[src/rtl/mem_fifo_ctrl.sv]
// 4-deep x 3-bit FIFO controller driving a level-sensitive latch memory (D/SEL/E).
// Latency: push accepted at edge k -> strobe k+1..k+2, readable from edge k+3; pops 1/cycle while IDLE.
// Backpressure: IN_READY only in IDLE and not full; OUT_VALID only in IDLE and not empty.
module mem_fifo_ctrl (
    input  logic       CLK,
    input  logic       RST_N,
    input  logic [2:0] IN_D,
    input  logic       IN_VALID,
    output logic       IN_READY,
    output logic [2:0] OUT_D,
    output logic       OUT_VALID,
    input  logic       OUT_READY,
    output logic [2:0] MEM_D,
    output logic [1:0] MEM_SEL,
    output logic       MEM_E,
    input  logic [2:0] MEM_Q,
    output logic [2:0] COUNT,
    output logic       FULL,
    output logic       EMPTY
);

    localparam logic [1:0] IDLE    = 2'd0;
    localparam logic [1:0] WSETUP  = 2'd1;
    localparam logic [1:0] WSTROBE = 2'd2;
    localparam logic [1:0] WHOLD   = 2'd3;

    logic [1:0] state;
    logic [1:0] nextState;
    logic [1:0] wrPtr;
    logic [1:0] rdPtr;
    logic [2:0] count;
    logic [2:0] wdata;
    logic       memE;
    logic       isIdle;
    logic       pushAcc;
    logic       popAcc;

    assign isIdle    = (state == IDLE);
    assign FULL      = (count == 3'd4);
    assign EMPTY     = (count == 3'd0);
    assign COUNT     = count;
    assign IN_READY  = isIdle & ~FULL;
    assign OUT_VALID = isIdle & ~EMPTY;
    assign pushAcc   = IN_VALID & IN_READY;
    assign popAcc    = OUT_READY & OUT_VALID;

    // SEL is shared by read and write: it only swaps while E is low on both sides of the edge.
    assign MEM_SEL = isIdle ? rdPtr : wrPtr;
    assign MEM_D   = wdata;
    assign MEM_E   = memE;
    assign OUT_D   = MEM_Q;

    always_comb begin
        nextState = IDLE;
        case (state)
            IDLE:    nextState = pushAcc ? WSETUP : IDLE;
            WSETUP:  nextState = WSTROBE;
            WSTROBE: nextState = WHOLD;
            WHOLD:   nextState = IDLE;
            default: nextState = IDLE;
        endcase
    end

    always_ff @(posedge CLK or negedge RST_N) begin
        if (!RST_N) begin
            state <= IDLE;
            memE  <= 1'b0;
            wrPtr <= 2'd0;
            rdPtr <= 2'd0;
            count <= 3'd0;
            wdata <= 3'd0;
        end else begin
            state <= nextState;
            // Strobe comes straight from a flop so the latch enable cannot glitch.
            memE  <= (nextState == WSTROBE);
            if (pushAcc) begin
                wdata <= IN_D;
            end
            if (state == WHOLD) begin
                wrPtr <= wrPtr + 2'd1;
            end
            if (popAcc) begin
                rdPtr <= rdPtr + 2'd1;
            end
            case ({pushAcc, popAcc})
                2'b10:   count <= count + 3'd1;
                2'b01:   count <= count - 3'd1;
                default: count <= count;
            endcase
        end
    end

endmodule

[config.mk]
export PLATFORM = sky130hd
export DESIGN_NAME = mem_fifo_ctrl
export DESIGN_NICKNAME = d
export VERILOG_FILES = /design/src/rtl/mem_fifo_ctrl.sv
export SDC_FILE = /design/constraint.sdc
export NUM_CORES = 1
export LEC_CHECK = 0
export BUFFER_PORTS_ARGS = -buffer_cell sky130_fd_sc_hd__buf_2
export CORE_MARGIN = 2
export CORE_UTILIZATION = 46
export DETAILED_ROUTE_END_ITERATION = 8
export GPL_ROUTABILITY_DRIVEN = 0
export GPL_TIMING_DRIVEN = 0
export PLACE_DENSITY = 0.79
export SYNTH_ARGS = -nofsm -noshare
export SYNTH_HDL_FRONTEND = slang
export SYNTH_SLANG_ARGS = --single-unit
export TNS_END_PERCENT = 50
[constraint.sdc]
create_clock -name CLK -period 2.7 [get_ports CLK]
set_input_delay 0.27 -clock CLK [delete_from_list [all_inputs] [get_ports CLK]]
set_output_delay 0.27 -clock CLK [all_outputs]
set_load 0.01 [all_outputs]
# After elaboration in Yosys (flattened, before gate mapping)
# Cells that the tools add are included.
# Widths: inputs -> output; s select.
dict set report totals {
  ff_bits 13
  input_bits 10
  out_inout_bits 16
  word_cells 30
}
dict set report op_classes {
  addsub 4
  eq_ne 7
  muxes 4
  n_bitwise 6
  n_reduce_logical 3
}
# operator count
set ops {}
lappend ops {{$eq 2x2->1 const B} 4}
lappend ops {{$pmux 2 s4} 1}
lappend ops {{$pmux 3 s2} 1}
lappend ops {{$add 2x1->2 const B} 2}
lappend ops {{$and 1x1->1} 4}
lappend ops {{$eq 2x1->1 const B} 2}
lappend ops {{$add 3x1->3 const B} 1}
lappend ops {{$eq 3x3->1 const B} 1}
lappend ops {{$logic_not 3->1} 1}
lappend ops {{$sub 3x1->3 const B} 1}
lappend ops {{$logic_not 2->1} 1}
lappend ops {{$mux 2} 1}
lappend ops {{$not 1->1} 2}
lappend ops {{$reduce_bool 2->1} 1}
lappend ops {{$mux 1} 1}

# Logic depth before layout (Yosys ltp)
# Gate-level depths: netlist of run 1.
dict set report depth {
  ltp_word 7
  mapped_depth 11
  mapped_depth_nobuf 11
}

# Worst setup path before layout of run 1
# Ideal clock, no wire load.
dict set report synth_timing {
  kind {register -> register}
  startpoint {reg count[0] (netlist: COUNT[0])}
  endpoint {reg count[2] (netlist: COUNT[2])}
  setup_time_ps 79
  arrival_ps 1909
  required_ps 2621
  path_slack_ps 712
  path_stages_with_launch 10
  n_path_buf 0
  synth_period_minus_slack_ps 1988
  path_cell_list {dfrtp_1 > nor3b_4 > nor2_4 > inv_1 > ha_1 > inv_1 > fa_1 > xor2_1 > nor2_1 > xor2_1}
}
dict set report synth_between {
  elab_chain_cells 6
  word_cells_on_any_way 14
  cone_classes {add/sub (2); eq/ne (3); mux (1); bitwise (6); reduce/logical (2)}
}
# item line_no
set synth_lines {}
lappend synth_lines {{from (decl)} 31} ;# logic [2:0] count;
lappend synth_lines {{from (signal assigned)} 86} ;# 2'b10: count <= count + 3'd1;
lappend synth_lines {{from (signal assigned)} 87} ;# 2'b01: count <= count - 3'd1;
lappend synth_lines {{from (signal assigned)} 88} ;# default: count <= count;
lappend synth_lines {{$eq 3x3->1 (*)} 39} ;# assign FULL = (count == 3'd4);
lappend synth_lines {{net FULL} 18} ;# output logic FULL,
lappend synth_lines {{$not 1->1 (*)} 42} ;# assign IN_READY = isIdle & ~FULL;
lappend synth_lines {{$and 1x1->1 (*)} 42}
lappend synth_lines {{$and 1x1->1 (*)} 44} ;# assign pushAcc = IN_VALID & IN_READY;
lappend synth_lines {{$eq 2x1->1 or $eq 2x2->1 (tied branches)} 85} ;# case ({pushAcc, popAcc})
lappend synth_lines {{$pmux 3 s2 or $reduce_bool 2->1 (tied branches)} --}
# Mark *: on every way through the listed nets, which the timed path passes. The rest lies on a longest branch.
# A chain may end at the register's enable or synchronous reset.

# Worst setup path in the final report of run 1
dict set report layout_timing {
  startpoint {reg state[0]}
  endpoint {reg count[2] (netlist: COUNT[2])}
}
dict set report layout_between {
  elab_chain_cells 5
  word_cells_on_any_way 9
  cone_classes {eq/ne (2); mux (1); bitwise (4); reduce/logical (2)}
}
# item line_no
set layout_lines {}
lappend layout_lines {{from (decl)} 27} ;# logic [1:0] state;
lappend layout_lines {{from (signal assigned)} 73} ;# state <= nextState;
lappend layout_lines {{$logic_not 2->1 (*)} 38} ;# assign isIdle = (state == IDLE);
lappend layout_lines {{$and 1x1->1 (*)} 43} ;# assign OUT_VALID = isIdle & ~EMPTY;
lappend layout_lines {{$and 1x1->1 (*)} 45} ;# assign popAcc = OUT_READY & OUT_VALID;
lappend layout_lines {{net popAcc} 36} ;# logic popAcc;
lappend layout_lines {{$eq 2x1->1 or $eq 2x2->1 (tied branches)} 85}
lappend layout_lines {{$pmux 3 s2 or $reduce_bool 2->1 (tied branches)} --}
# Marks and branches as above.

==> out/metrics.yaml, run 1 <==
drc_errors: 0
initial_core_util_pct: 51.2
io_pins: 26
cts_inserted_buffers: 3
crit_end: "COUNT[2]"
switchingPower_uw: 406
place_inst: 91
htree_levels: 1
pwr-share-seq_pct: 37.1
drtIter0Drc: 1
num_vias: 470
syn_nets: 71
path_class: "flip-flop to flip-flop"
io_buffers: 22
holdWs_ns: 0.229
finalHoldViolCount: 0
p_leak_uw: 0.000447
fillerInstances: 110
period_share_pct: 81.7
r2r_cells: 9
ys_seq_area_share_pct: 47.1
cp_slowest_cell: "dfrtp_1"
timing.fmax_mhz: 453
dpl_cell_area_um2: 820
viasPerCell: 4.90
die_h_um: 42.8
syn_avg_cell_area_um2: 12.8
path_cells: "inv_1 > ha_1 > o311a_2 > ha_1 > inv_1 > fa_1 > xor2_1 > nor2_1 > xor2_1"
synthToLayoutAreaGrowth_pct: 23.9
fin_crit_ns: 2.21
cts_hold_buf: 1
grt_pass1_vias: 467
wl_met3_um: 82
nets: 99
synth_cell_types: 18
worstHoldStart: "IN_D[0]"
cts_resized: 0
slew_headroom_pct: 80.8
finalMaxSlewViolations: 0
yosysWarnings: 0
ys_top_cells_by_count: "dfrtp_1 (13), ha_1 (6), inv_1 (6)"
multi_input_area_um2: 320
worstHoldPathType: "primary input to flip-flop"
synth_flop_cell: "dfrtp_1"
die_area_um2: 1830
clkPwrFrac_pct: 11.5
syn_inst: 54
cts_buffer_depth: 2
antenna_found_initial: 0
cp.required_ns: 2.89
internal-power_uw: 633
p_comb_share_pct: 51.4
fin_cells: 96
synth_edf_count: 0
stdcell_area_um2: 856
m1WireLength_um: 478
yosysMostFrequentCell: "dfrtp_1"
layout-drive-gt1-share_pct: 46.9
coreArea_um2: 1350
seqCellArea_um2: 325
r2r-start: "state[0]"
maxCapViolCount: 0
path_clk_slew_ns: 0.08
worstPathArrival_ns: 2.40
tightest_slew_ns: 0.289
p_sw_share_pct: 39.1
post_cts_buffers: 0
reg2reg_slack_ns: 0.49
synth-seq-cells: 13
place_hpwl_um: 856
status: "completed"
grt_max_degree: 14
synth-async-reset-ratio_pct: 100
synth_top_area_cell: "dfrtp_1"
insertion_delay_ns: 0.27
synthesis.area_um2: 691
synth.top_cell.area_share_pct: 47.1
setup_viol: 0
critPathMaxStageDelay_ns: 0.41
antenna-diode-count: 0
grt_pass1_wl_mm: 1.90
dr_wl_met2_um: 546
cp-start-kind: "flip-flop"
top_layer: "met4"
die_w_um: 42.8
root_buffer: "clkbuf_4"
cp_max_fo: 6
rsz0062_at_grt: "false"
overflow: 0
cp-end-kind: "flip-flop"
peakVddDrop_mv: 0.826
cts_tree: "yes"
ant_nets: 0
skew_ns: 0.00155
crit_start: "state[0]"
dr.pass1.iters: 2
track_usage_pct: 14.2
tns_ns: 0
synth.area.top_cells: "dfrtp_1 (47%), ha_1 (11%), mux2_4 (6.5%)"
rows: 13
timing.rr.end: "COUNT[2]"
clkSinkCount: 13
wl_per_cell_um: 11.8
power_density_nw_per_um2: 1210
final_util_pct: 63.4
wirelength_mm: 1.13
[metrics by stage]
step / worst slack (ns) / power (uW)
4_1_cts: 0.467 / 1060
2_1_floorplan: 0.712 / 756
5_1_grt: 0.307 / 1130
3_5_place_dp: 0.526 / 928
6_report: 0.495 / 1040
3_3_place_gp: 0.576 / 910
[routing by layer]
metal	track usage (%)	up-vias
met4	9.38	0
met1	14.8	222
met3	2.98	4
met5	0	-
li1	-	223
met2	25.2	21
[logic make-up (layout without fill, tap and decap cells)]
group	count (synthesis)	count (layout)	share of synthesized area, %
flip-flops	13	13	47.1
AND/OR/NAND/NOR	10	10	9.96
buffers and inverters	9	36	6.52
adder cells (fa/ha/maj)	7	7	13.8
XOR/XNOR	7	7	8.88
multiplexers	6	6	11.4
AO/OA/AOI/OAI	2	2	2.35
[power by group through the flow]
stage / clock network (uW) / registers [uW] / logic [uW]
final: 119 / 386 / 534
after global routing: 132 / 402 / 593
after CTS: 126 / 387 / 545
after detailed placement: 0 / 391 / 538
after global placement: 0 / 386 / 523
after floorplan: 0 / 403 / 354
[final cells by class]
cell class / count / share of cell area (%)
timing repair buffer: 23 / 14.0
tap: 15 / 2.19
sequential: 13 / 38.0
buffer: 3 / 2.63
clock buffer: 4 / 3.07
inverter: 6 / 2.63
multi-input combinational: 32 / 37.4
[state kept, by name, summed over array words and instances, names as in the netlist]
register / cells
wrPtr: 2
COUNT: 3
state: 2
MEM_E: 1
rdPtr: 2
MEM_D: 3
[placed cells by master (no fill, tap or decap)]
master,n
ha_1,6
dfrtp_1,13
clkbuf_1,1
nand2_1,4
and2b_2,1
clkbuf_4,3
nor3b_4,1
buf_4,3
o21ai_0,1
nor2_1,1
mux2_4,3
xnor2_1,3
buf_2,22
dlygate4sd3_1,1
nor3_1,1
inv_1,6
o311a_2,1
mux2_2,3
nor2b_1,1
xor2_1,4
nor2_4,1
fa_1,1
[critical path: cells and delay by family, from the launching register on]
kind / cells / cell delay, ns
XOR/XNOR: 2 / 0.33
AND/OR/NAND/NOR: 1 / 0.11
flip-flops: 1 / 0.41
buffers and inverters: 2 / 0.17
AO/OA/AOI/OAI: 1 / 0.26
adder cells (fa/ha/maj): 3 / 0.86
[how the worst min path moves through the flow]
stage               slack [ns]  cells past startpoint       end
finish                    0.23                      2  MEM_D[0]
global route              0.22                      2  MEM_D[0]
CTS                       0.22                      2  MEM_D[0]
detailed placement        0.17                      1     MEM_E
global placement          0.17                      1  MEM_D[1]
floorplan                -0.03                      0  COUNT[0]
Note: power is estimated with default switching activity, not from simulation.
==> run 2, diff against run 1 <==
--- a/config.mk
+++ b/config.mk
@@ -7,11 +7,11 @@
 export LEC_CHECK = 0
 export BUFFER_PORTS_ARGS = -buffer_cell sky130_fd_sc_hd__buf_2
 export CORE_MARGIN = 2
-export CORE_UTILIZATION = 46
+export CORE_UTILIZATION = 42
 export DETAILED_ROUTE_END_ITERATION = 8
 export GPL_ROUTABILITY_DRIVEN = 0
 export GPL_TIMING_DRIVEN = 0
-export PLACE_DENSITY = 0.79
+export PLACE_DENSITY = 0.76
 export SYNTH_ARGS = -nofsm -noshare
 export SYNTH_HDL_FRONTEND = slang
 export SYNTH_SLANG_ARGS = --single-unit
==> constraint.sdc (replaced) <==
create_clock -name CLK -period 1.75 [get_ports CLK]
set_input_delay 0.175 -clock CLK [delete_from_list [all_inputs] [get_ports CLK]]
set_output_delay 0.175 -clock CLK [all_outputs]
set_load 0.01 [all_outputs]
==> run 2 against run 1 <==
The flow now finishes with violations (negative setup slack). Global-route usage rose by 1.3 points. Count of clock-buffer cells in the layout did not move. Die area rose by 8.6%. Worst hold slack got worse by 0.095 ns. Sequential share of layout area fell by 5.1 points. Register-to-register slack got worse by 0.55 ns. Flip-flop and latch count did not move. Non-clock buffer count rose by 13. Worst setup slack got worse by 0.55 ns.
==> out/metrics.yaml, run 2 (same netlist as run 1, synthesis figures left out) <==
place_hpwl_um: 800  # -6.5%
cp_max_fo: 4  # -2
slew_headroom_pct: 80.6  # -0.13 points
fin_cells: 110  # +15%
cts_tree: "yes"
finalHoldViolCount: 0  # unchanged
antenna_found_initial: 0  # unchanged
violations: "negative setup slack"
total_power_uw: 1920  # +85%
holdWs_ns: 0.134  # -0.0952 ns
antenna-diode-count: 0  # unchanged
place_inst: 92  # +1.1%
die_area_um2: 1980  # +8.6%
coreArea_um2: 1520  # +13%
status: "finished with violations"
finalMaxSlewViolations: 0  # unchanged
track_usage_pct: 15.5  # +1.3 points
use_met3_pct: 2.45  # -0.53 points
wl_per_cell_um: 12.2  # +3.8%
synthToLayoutAreaGrowth_pct: 44.0
nets: 112  # +13%
drtIter0Drc: 1  # unchanged
htree_levels: 1  # unchanged
cts_buffer_depth: 2  # unchanged
grt_pass1_wl_mm: 2.11  # +11%
rsz0062_at_grt: "true"
cp-end-kind: "flip-flop"
maxCapViolCount: 0  # unchanged
drc_errors: 0  # unchanged
power_density_nw_per_um2: 1930  # +59%
layout-drive-gt1-share_pct: 63.8  # +17 points
layout_common_cells: "buf_2 (22), buf_4 (16), dfrtp_1 (11)"
path_clk_slew_ns: 0.09  # about the same
io_buffers: 22  # unchanged
fin_crit_ns: 1.81  # -0.396 ns
die_h_um: 44.6  # +4.2%
timing.fmax_mhz: 553  # +22%
cp.required_ns: 1.96  # -0.93 ns
die_w_um: 44.6  # +4.2%
peakVddDrop_mv: 1.03  # +25%
pre_cts_slack_ns: -0.308  # -0.834 ns
postLayoutSetupSlackWorst_ns: -0.0586  # -0.554 ns
grt_pass1_vias: 443  # -5.1%
wirelength_mm: 1.35  # +19%
path_class: "flip-flop to flip-flop"
period_share_pct: 103  # +22 points
ant_nets: 0  # unchanged
p_leak_uw: 0.000512  # +15%
worstHoldPathType: "primary input to flip-flop"
dr.pass1.iters: 2  # unchanged
rows: 14  # +1
cp-start-kind: "flip-flop"
tightest_slew_ns: 0.291  # +0.00201 ns
root_buffer: "clkbuf_4"
viasPerCell: 4.51  # -7.9%
setup_viol: 2  # +2
use_met1_pct: 19.4  # +4.6 points
grt_max_degree: 14  # unchanged
final_common_cell: "buf_2"
clkSinkCount: 13  # unchanged
skew_ns: 0.0101  # +0.00853 ns
use_met2_pct: 24.1  # -1.1 points
overflow: 0  # unchanged
fillerInstances: 114  # +3.6%
insertion_delay_ns: 0.28  # about the same
num_vias: 496  # +5.5%
initial_core_util_pct: 45.3  # -5.8 points
cts_inserted_buffers: 3  # unchanged
final_util_pct: 65.3  # +1.9 points
worstPathArrival_ns: 2.01  # -0.39 ns
busiest_layer: "met2"
io_pins: 26  # unchanged
run 2: cell types whose count changed in the layout (fill, tap and decap cells not counted), sizes merged:
cell and change:
buf +13
run 2: worst paths after layout:
path | end | slack, ns | start | cells after the start
setup / recovery | COUNT[2] | -0.06 | state[1] | 9
hold / removal | MEM_D[0] | 0.13 | IN_D[0] | 2
setup reg to reg | COUNT[2] | -0.06 | state[1] | 9
hold reg to reg | rdPtr[1] | 0.47 | rdPtr[1] | 1
max in group asynchronous | COUNT[1] | 1.20 | RST_N | 2
min in group asynchronous | rdPtr[1] | 0.31 | RST_N | 2
run 2: power breakdown:
| group | total (uW) | internal, uW | switching [uW] |
|---|---|---|---|
| Sequential | 577 | 462 | 115 |
| Combinational | 1150 | 653 | 501 |
| Clock | 188 | 88.2 | 99.6 |
run 2: layout make-up:
cell class	count	area (um2)	area share, %
Multi-Input combinational cell	32	358	36.0
Sequential cell	13	328	33.0
Timing Repair Buffer	36	218	21.9
Clock buffer	4	26.3	2.64
Buffer	3	22.5	2.26
Inverter	6	22.5	2.26
Tap cell	16	20.0	2.01
run 2: stage by stage:
| step | instance area, um2 | setup TNS [ns] |
|---|---|---|
| after floorplan | 701 | -0.286 |
| after global placement | 831 | -0.542 |
| after detailed placement | 831 | -0.604 |
| after CTS | 995 | -0.0429 |
| after global routing | 995 | -0.213 |
| final | 995 | -0.0600 |
run 2: metal layers:
layer	wire [um]	vias to the layer above
met3	48	2
met5	0	-
met2	651	14
met1	617	231
met4	27	0
li1	-	249
run 2: worst max-delay path, cell delays in order (launching register included):
cell and delay, ns:
dfrtp_1 0.40, inv_2 0.09, ha_4 0.16, o311a_4 0.20, ha_4 0.13, inv_2 0.03, fa_2 0.32, xor2_1 0.14
nor2_1 0.11, xor2_1 0.15
run 2: what timing repair did:
item | in CTS | in global routing
hold buffers | 1 | 0
gates resized for setup | 8 | 0
setup endpoints to repair | 2 | 2
pin swaps | 7 | 0
buffers inserted | 13 | 0
hold endpoints to repair | 13 | 0
==> run 3, diff against run 2 <==
--- a/config.mk
+++ b/config.mk
@@ -10,7 +10,6 @@
 export CORE_UTILIZATION = 42
 export DETAILED_ROUTE_END_ITERATION = 8
 export GPL_ROUTABILITY_DRIVEN = 0
-export GPL_TIMING_DRIVEN = 0
 export PLACE_DENSITY = 0.76
 export SYNTH_ARGS = -nofsm -noshare
 export SYNTH_HDL_FRONTEND = slang
==> run 3 against run 2 <==
The run still ends with negative setup slack left. Non-clock buffer count down 2. Critical endpoint unchanged. Critical path type unchanged. First-iteration DRC count grew to 5.0 times the previous value. Combinational power increased by 5%.
==> out/metrics.yaml, run 3 (same netlist as run 1, synthesis figures left out) <==
path_cells: "inv_2 > ha_4 > o311a_4 > ha_4 > inv_2 > fa_2 > xor2_1 > nor2_1 > xor2_1"
path_class: "flip-flop to flip-flop"
cp-end-kind: "flip-flop"
tns_ns: -0.0813  # -0.0214 ns
num_vias: 504  # +1.6%
timing.rr.end: "COUNT[2]"
fin_crit_ns: 1.83  # +0.0227 ns
violations: "negative setup slack"
clkSinkCount: 13  # unchanged
worstPathArrival_ns: 2.03  # +0.02 ns
io_pins: 26  # unchanged
status: "finished with violations"
tightest_slew_ns: 0.303  # +0.0120 ns
hold_end: "MEM_D[2]"
critPathMaxStageDelay_ns: 0.40  # about the same
place_inst: 99  # +7.6%
dr.pass1.iters: 4  # +2
hold-path-cell-count: 2  # unchanged
dpl_cell_area_um2: 891  # +7.2%
place_hpwl_um: 953  # +19%
holdWs_ns: 0.135  # +0.00103 ns
grt_max_degree: 14  # unchanged
insertion_delay_ns: 0.27  # about the same
overflow: 0  # unchanged
cts_buffer_depth: 2  # unchanged
finalHoldViolCount: 0  # unchanged
cp_slowest_cell: "dfrtp_1"
cp_max_fo: 4  # unchanged
timing.fmax_mhz: 546  # -1.2%
busiest_layer: "met2"
path_clk_slew_ns: 0.09  # about the same
cts_inserted_buffers: 3  # unchanged
die_w_um: 44.6  # unchanged
stdcell_area_um2: 987  # -0.75%
coreArea_um2: 1520  # unchanged
fin_cells: 108  # -1.8%
postLayoutSetupSlackWorst_ns: -0.0813  # -0.0227 ns
nets: 110  # -1.8%
wl_per_cell_um: 12.6  # +3.1%
setup_viol: 1  # -1
p_leak_uw: 0.000504  # -1.6%
rsz0062_at_grt: "true"
maxCapViolCount: 0  # unchanged
final_common_cell: "buf_2"
layout_common_cells: "buf_2 (19), buf_4 (17), dfrtp_1 (11)"
die_area_um2: 1980  # unchanged
grt_pass1_wl_mm: 2.01  # -4.9%
worstHoldStart: "IN_D[2]"
track_usage_pct: 14.2  # -1.3 points
power_density_nw_per_um2: 2000  # +3.7%
viasPerCell: 4.67  # +3.5%
r2r-start: "state[1]"
synthToLayoutAreaGrowth_pct: 42.9
io_buffers: 19  # -14%
reg2reg_slack_ns: -0.08  # -0.02 ns
layout-drive-gt1-share_pct: 63.0  # -0.79 points
drc_errors: 0  # unchanged
use_met3_pct: 2.45  # unchanged
slew_headroom_pct: 79.8  # -0.80 points
wirelength_mm: 1.36  # +1.3%
grt_pass1_vias: 469  # +5.9%
initial_core_util_pct: 45.3  # unchanged
peakVddDrop_mv: 1.24  # +20%
finalMaxSlewViolations: 0  # unchanged
antenna_found_initial: 0  # unchanged
cp-start-kind: "flip-flop"
fillerInstances: 123  # +7.9%
die_h_um: 44.6  # unchanged
antenna-diode-count: 0  # unchanged
rows: 14  # unchanged
use_met1_pct: 19.2  # -0.21 points
htree_levels: 1  # unchanged
worstHoldPathType: "primary input to flip-flop"
use_met2_pct: 23.2  # -0.87 points
period_share_pct: 105  # +1.3 points
root_buffer: "clkbuf_4"
skew_ns: 0.00404  # -0.00604 ns
crit_start: "state[1]"
cp.required_ns: 1.95  # about the same
r2r_cells: 9  # unchanged
drtIter0Drc: 5  # +4
cts_tree: "yes"
ant_nets: 0  # unchanged
## run 3: changes by cell type in the layout (fill, tap and decap cells not counted), sizes merged
cell	change
buf	-2
## run 3: what timing repair did
action / CTS / global route
resized for setup: 5 / 3
buffers inserted: 1 / 3
hold buffers: 1 / 0
pin swaps: 4 / 5
endpoints found under the hold margin: 13 / 0
setup endpoints to repair: 2 / 2
## run 3: layout make-up
| type | instances | area [um2] | share of cell area, % |
|---|---|---|---|
| well taps | 16 | 20.0 | 2.03 |
| flip-flops and latches | 13 | 328 | 33.2 |
| clock buffers | 4 | 26.3 | 2.66 |
| inverters | 6 | 22.5 | 2.28 |
| multi-input cells | 32 | 358 | 36.2 |
| repair buffers | 37 | 233 | 23.6 |
## run 3: per-layer routing
layer | wire, um | vias to the layer above
met2 | 720 | 11
li1 | - | 244
met3 | 48 | 4
met1 | 567 | 245
met4 | 25 | 0
met5 | 0 | -
## run 3: where the power goes
group	switching [uW]	internal, uW
Clock	97.8	88.0
Combinational	512	696
Sequential	119	462
Total	729	1250
## run 3: worst max path at each step
stage                to  cells past startpoint
3_5_place_dp   COUNT[2]                      9
3_3_place_gp   COUNT[2]                      9
5_1_grt        COUNT[2]                     11
2_1_floorplan  COUNT[2]                      9
4_1_cts        COUNT[2]                      9
6_report       COUNT[2]                      9
## run 3: through the flow
stage / power [uW] / setup slack (ns) / util (%)
after CTS: 1910 / -0.0723 / 62.6
after global routing: 2130 / -0.184 / 64.8
final: 1970 / -0.0813 / 64.8
after detailed placement: 1650 / -0.140 / 58.5
after global placement: 1610 / -0.0944 / 58.5
after floorplan: 1190 / -0.160 / -
## run 3: critical path: cells and delay by family (launching register included)
family / cells / cell delay [ns]
AND/OR/NAND/NOR: 1 / 0.12
buffers and inverters: 2 / 0.13
adder cells (fa/ha/maj): 3 / 0.61
AO/OA/AOI/OAI: 1 / 0.21
flip-flops: 1 / 0.40
XOR/XNOR: 2 / 0.29
